$ cat config.mk
export PLATFORM = sky130hd
export DESIGN_NAME = mac_scheduler
export DESIGN_NICKNAME = d
export VERILOG_FILES = /design/src/rtl/mac_sched_pkg.sv /design/src/rtl/shared_mac_unit.sv /design/src/rtl/mac_scheduler.sv
export SDC_FILE = /design/constraint.sdc
export NUM_CORES = 1
export LEC_CHECK = 0
export CAP_MARGIN = 20
export CORE_UTILIZATION = 25
export CTS_CLUSTER_DIAMETER = 100
export DETAILED_ROUTE_END_ITERATION = 16
export SYNTH_ARGS = -nofsm -noshare
export SYNTH_HDL_FRONTEND = slang
export SYNTH_HIERARCHICAL = 1
export SYNTH_SLANG_ARGS = --single-unit
$ cat constraint.sdc
create_clock -name clk -period 8.8 [get_ports clk]
set_input_delay 1.32 -clock clk [delete_from_list [all_inputs] [get_ports clk]]
set_output_delay 1.32 -clock clk [all_outputs]
set_load 0.02 [all_outputs]
$ cat src/rtl/mac_sched_pkg.sv
// mac_sched_pkg: shared types, channel ids and constants for the MAC scheduler.
package mac_sched_pkg;
    typedef enum logic [1:0] {IDLE, TERM1, TERM2} state_t;
    localparam logic CH_A = 1'b0;
    localparam logic CH_B = 1'b1;
    localparam logic signed [7:0] K1_DEF = 8'sd3;
    localparam logic signed [7:0] K2_DEF = 8'sd5;
    function automatic logic signed [15:0] sext16(input logic signed [7:0] v);
        return {{8{v[7]}}, v};
    endfunction
endpackage

$ cat src/rtl/shared_mac_unit.sv
// shared_mac_unit: combinational signed 8x8 multiply feeding a 16-bit wrapping adder.
module shared_mac_unit (
    input  logic signed [7:0]  op1,
    input  logic signed [7:0]  op2,
    input  logic signed [15:0] addend,
    output logic signed [15:0] sum
);
    logic signed [15:0] prod;
    assign prod = op1 * op2;
    assign sum  = prod + addend;
endmodule

$ cat src/rtl/mac_scheduler.sv
// mac_scheduler: round-robin sequencer sharing one MAC between altitude (A) and battery (B) requests.
module mac_scheduler
    import mac_sched_pkg::*;
#(
    parameter logic signed [7:0] K1    = K1_DEF,
    parameter logic signed [7:0] K2    = K2_DEF,
    parameter int                CNT_W = 16
) (
    input  logic              clk,
    input  logic              rst,
    input  logic              a_valid,
    output logic              a_ready,
    input  logic [7:0]        a_x1,
    input  logic [7:0]        a_x2,
    input  logic              b_valid,
    output logic              b_ready,
    input  logic [7:0]        b_v,
    input  logic [7:0]        b_t,
    input  logic [7:0]        b_c,
    output logic [15:0]       a_res,
    output logic              a_res_valid,
    output logic [15:0]       b_res,
    output logic              b_res_valid,
    output logic              busy,
    output logic [CNT_W-1:0]  a_done_cnt,
    output logic [CNT_W-1:0]  b_done_cnt
);
    state_t state, state_nx;
    logic chan, last_grant, hs, done;
    logic signed [7:0] r1, r2, r3, m_op1, m_op2;
    logic signed [15:0] acc, m_add, m_sum;

    shared_mac_unit u_mac (.op1(m_op1), .op2(m_op2), .addend(m_add), .sum(m_sum));

    always_ff @(posedge clk or negedge rst) begin
        if (!rst) state <= IDLE;
        else      state <= state_nx;
    end

    always_comb begin
        state_nx = state == IDLE  ? (hs ? TERM1 : IDLE) :
                   state == TERM1 ? TERM2 : IDLE;
    end

    // B wins only when A is absent or A was served last; the c offset rides the multiplier as c*1.
    always_comb begin
        b_ready = state == IDLE && b_valid && (!a_valid || last_grant == CH_A);
        a_ready = state == IDLE && a_valid && !b_ready;
        hs      = a_ready || b_ready;
        busy    = state != IDLE;
        done    = state == TERM2;
        m_op1   = state == TERM1 ? r1 : (chan == CH_A ? r2 : r3);
        m_op2   = state == TERM1 ? (chan == CH_A ? K1 : r2) : (chan == CH_A ? K2 : 8'sd1);
        m_add   = state == TERM1 ? sext16(8'sd0) : acc;
    end

    always_ff @(posedge clk or negedge rst) begin
        if (!rst) begin
            chan        <= CH_A;
            last_grant  <= CH_B;
            r1          <= '0;
            r2          <= '0;
            r3          <= '0;
            acc         <= '0;
            a_res       <= '0;
            b_res       <= '0;
            a_res_valid <= 1'b0;
            b_res_valid <= 1'b0;
            a_done_cnt  <= '0;
            b_done_cnt  <= '0;
        end else begin
            a_res_valid <= done && chan == CH_A;
            b_res_valid <= done && chan == CH_B;
            if (hs) begin
                chan       <= b_ready;
                last_grant <= b_ready;
                r1         <= b_ready ? b_v : a_x1;
                r2         <= b_ready ? b_t : a_x2;
                r3         <= b_c;
            end
            if (state == TERM1) acc <= m_sum;
            if (done && chan == CH_A) begin
                a_res      <= m_sum;
                a_done_cnt <= a_done_cnt + CNT_W'(1);
            end
            if (done && chan == CH_B) begin
                b_res      <= m_sum;
                b_done_cnt <= b_done_cnt + CNT_W'(1);
            end
        end
    end
endmodule

==> impl_metrics.env <==
export IMPL_cp_required_ps=9050
export IMPL_port_buffers=112
export IMPL_holdPathEnd="b_res[6]"
export IMPL_rsz0062_at_grt="no"
export IMPL_area_growth_syn_to_layout_pct=24.2
export IMPL_post_place_ws_ps=1530
export IMPL_post_cts_buffers=0
export IMPL_yosysMostFrequentCell="nand2_1"
export IMPL_cp_arrival_ps=7440
export IMPL_endpoint_kind="flip-flop"
export IMPL_vias=5316
export IMPL_die_y_um=177
export IMPL_synth_top_area_cell="dfrtp_1"
export IMPL_slowest_stage="o21ai_0"
export IMPL_synthTopCellsByArea="dfrtp_1, fa_1, ha_1, nand2_1, and2_1"
export IMPL_finalClockSkew_ps=12.5
export IMPL_hp_start="b_res[6]"
export IMPL_fmax_mhz=139
export IMPL_ys_flop_type="dfrtp_1"
export IMPL_hold_viol_final=0
export IMPL_synth_edf_count=0
export IMPL_cts_root_buffer_cell="clkbuf_16"
export IMPL_core_mm2=0.0299
export IMPL_dpl_hpwl_mm=13.8
export IMPL_setup_slack_ps=1610
export IMPL_cp_top_family="adder cells"
export IMPL_numCtsBuffers=9
export IMPL_track_usage_pct=11.9
export IMPL_tightestPinTransition_ps=1040
export IMPL_worstSkewPairLatency_ps=370
export IMPL_reg2reg_slack_ps=1610
export IMPL_syn_area_mm2=0.00763
export IMPL_rr_worst_depth=19
export IMPL_grt_pass1_wl_mm=28.9
export IMPL_cts_htree_levels=3
export IMPL_worst_path_stages=19
export IMPL_nets=986
export IMPL_fp_dieW_um=177
export IMPL_io_pins=113
export IMPL_yosys_warnings=6
export IMPL_fin_tns_setup_ps=0
export IMPL_grt_max_degree=63
export IMPL_r2r_start="state[1]"
export IMPL_min_path_type="reg -> reg"
export IMPL_min_path_cells=2
export IMPL_synthArstFlopShare_pct=100
export IMPL_cts_hold_buf=0
export IMPL_num_antenna_cells=0
export IMPL_finalSetupViolCount=0
export IMPL_fillCellCount=3064
export IMPL_post_cts_resized=0
export IMPL_seq_area_frac_synth_pct=36.1
export IMPL_syn_inst=722
export IMPL_avgViaCountPerCell=4.33
export IMPL_setup_worst_path_class="reg -> reg"
export IMPL_clk_path_buf_depth=2
export IMPL_min_period_over_period_pct=81.7
export IMPL_final_max_slew_viol_count=0
export IMPL_ant_nets=0
export IMPL_initial_core_util_pct=25.5
export IMPL_synthTopCellsByCount="nand2_1, dfrtp_1, inv_1"
export IMPL_crit_chain="nand2b_1 > inv_1 > buf_4 > o21ai_0 > and2_1 > inv_2 > fa_1 > inv_1 > fa_1 > fa_1 > fa_1 > fa_1 > ha_1 > o21ai_0 > o21ai_1 > nand4_1 > a31o_2 > xnor2_1 > mux2_2"
export IMPL_max_stage_delay_ps=590
export IMPL_synth_top_area_share_pct=35.7
export IMPL_grt_pass1_vias=5380
export IMPL_fin_crit_ps=7190
export IMPL_die_area_mm2=0.0312
export IMPL_gp_congestion=0.834
export IMPL_cts_sinks=110
export IMPL_wl_mm=17.7
export IMPL_wl_per_cell_um=14.4
export IMPL_start_kind="flip-flop"
export IMPL_critPathMaxFanout=23
export IMPL_antenna_found_initial=0
export IMPL_drc_errors=0
export IMPL_maxSlewHeadroom_pct=29.7
export IMPL_ys_ff_latch=110
export IMPL_outcome="finished clean"
export IMPL_drtIter0Drc=219
export IMPL_avgSynthCellArea_um2=10.6
export IMPL_overflow=0
export IMPL_firstDrtPassIters=4
export IMPL_drive_above_1_share_pct=7.65
export IMPL_synth_fp_nets=876
export IMPL_path_buf_inv=4
export IMPL_cts_tree="built"
export IMPL_path_clk_slew_ps=80
export IMPL_drv_cap=0
export IMPL_crit_top_cell="fa_1"
export IMPL_r2r_end="a_res[15]"
export IMPL_synth_cell_types=44
export IMPL_row_count=63
## per-stage QoR
| step | util [%] | cells | hold WS (ps) | cell area [um^2] |
|---|---|---|---|---|
| 2_1_floorplan | - | 722 | 480 | 7630 |
| 6_report | 31.7 | 1227 | 477 | 9480 |
| 5_1_grt | 31.7 | 1227 | 508 | 9480 |
| 3_5_place_dp | 30.7 | 1211 | 463 | 9180 |
| 4_1_cts | 31.7 | 1227 | 483 | 9480 |
| 3_3_place_gp | 30.7 | 1211 | 457 | 9180 |
## area by class of cell
type	instances	area (um^2)	area share, %
Timing Repair Buffer	119	1170	12.4
Sequential cell	110	2750	29.0
Inverter	79	297	3.13
Clock buffer	9	225	2.38
Multi-Input combinational cell	513	4470	47.2
Tap cell	390	488	5.15
Clock inverter	7	72.6	0.765
## how the worst max path moves through the flow
stage,to,slack [ps],from
floorplan,a_res[15],3080,state[0]
global placement,a_res[15],1780,state[0]
detailed placement,a_res[15],1530,state[0]
CTS,a_res[15],1500,state[1]
global route,a_res[15],1130,state[1]
finish,a_res[15],1610,state[1]
## worst register-to-register path, delay by kind of cell, from the launching register on
kind                       cells  cell delay [ps]
adders and majority gates      6             2750
buffers and inverters          4             1020
muxes                          1              280
and+or+nand+nor                3             1270
DFF                            1              380
AOI/OAI and AO/OA              4             1200
xor gates and xnor gates       1              160
## placed cells by master, fill, tap and decap left out, drive strengths merged, types with 23 or more instances in the layout
| master | n |
|---|---|
| fa | 71 |
| mux2 | 25 |
| dfrtp | 109 |
| clkdlybuf4s50 | 111 |
| o21ai | 31 |
| xnor2 | 36 |
| nand2 | 114 |
| mux2i | 23 |
| inv | 83 |
| ha | 39 |
| and2 | 51 |
## layer usage
layer | GRT usage, % | share of wire [%] | up-vias
li1 | - | - | 2546
met1 | 16.7 | 48 | 2652
met2 | 18.8 | 48 | 107
met3 | 2.02 | 3.5 | 11
met4 | 2.80 | 0.92 | 0
met5 | 0 | 0 | -
## state kept, by name (all words and copies together) (netlist names)
signal and cells:
a_done_cnt 16, a_res 16, acc 16, b_done_cnt 16, b_res 16, r1 8, r2 8, r3 8
state 2, a_res_valid 1, b_res_valid 1, chan 1, last_grant 1
## cells by family (layout without fill, tap and decap cells)
family	after synthesis	after routing	synth area share, %
DFF	110	110	36.1
adders and majority gates	110	110	25.0
xor gates and xnor gates	50	50	5.74
muxes	48	48	6.70
and+or+nand+nor	233	233	15.2
buffers and inverters	99	214	5.31
AOI/OAI and AO/OA	72	72	5.95
Power is not shown: default switching activity piles up to over one toggle a cycle in this logic, so the estimate is an artifact.
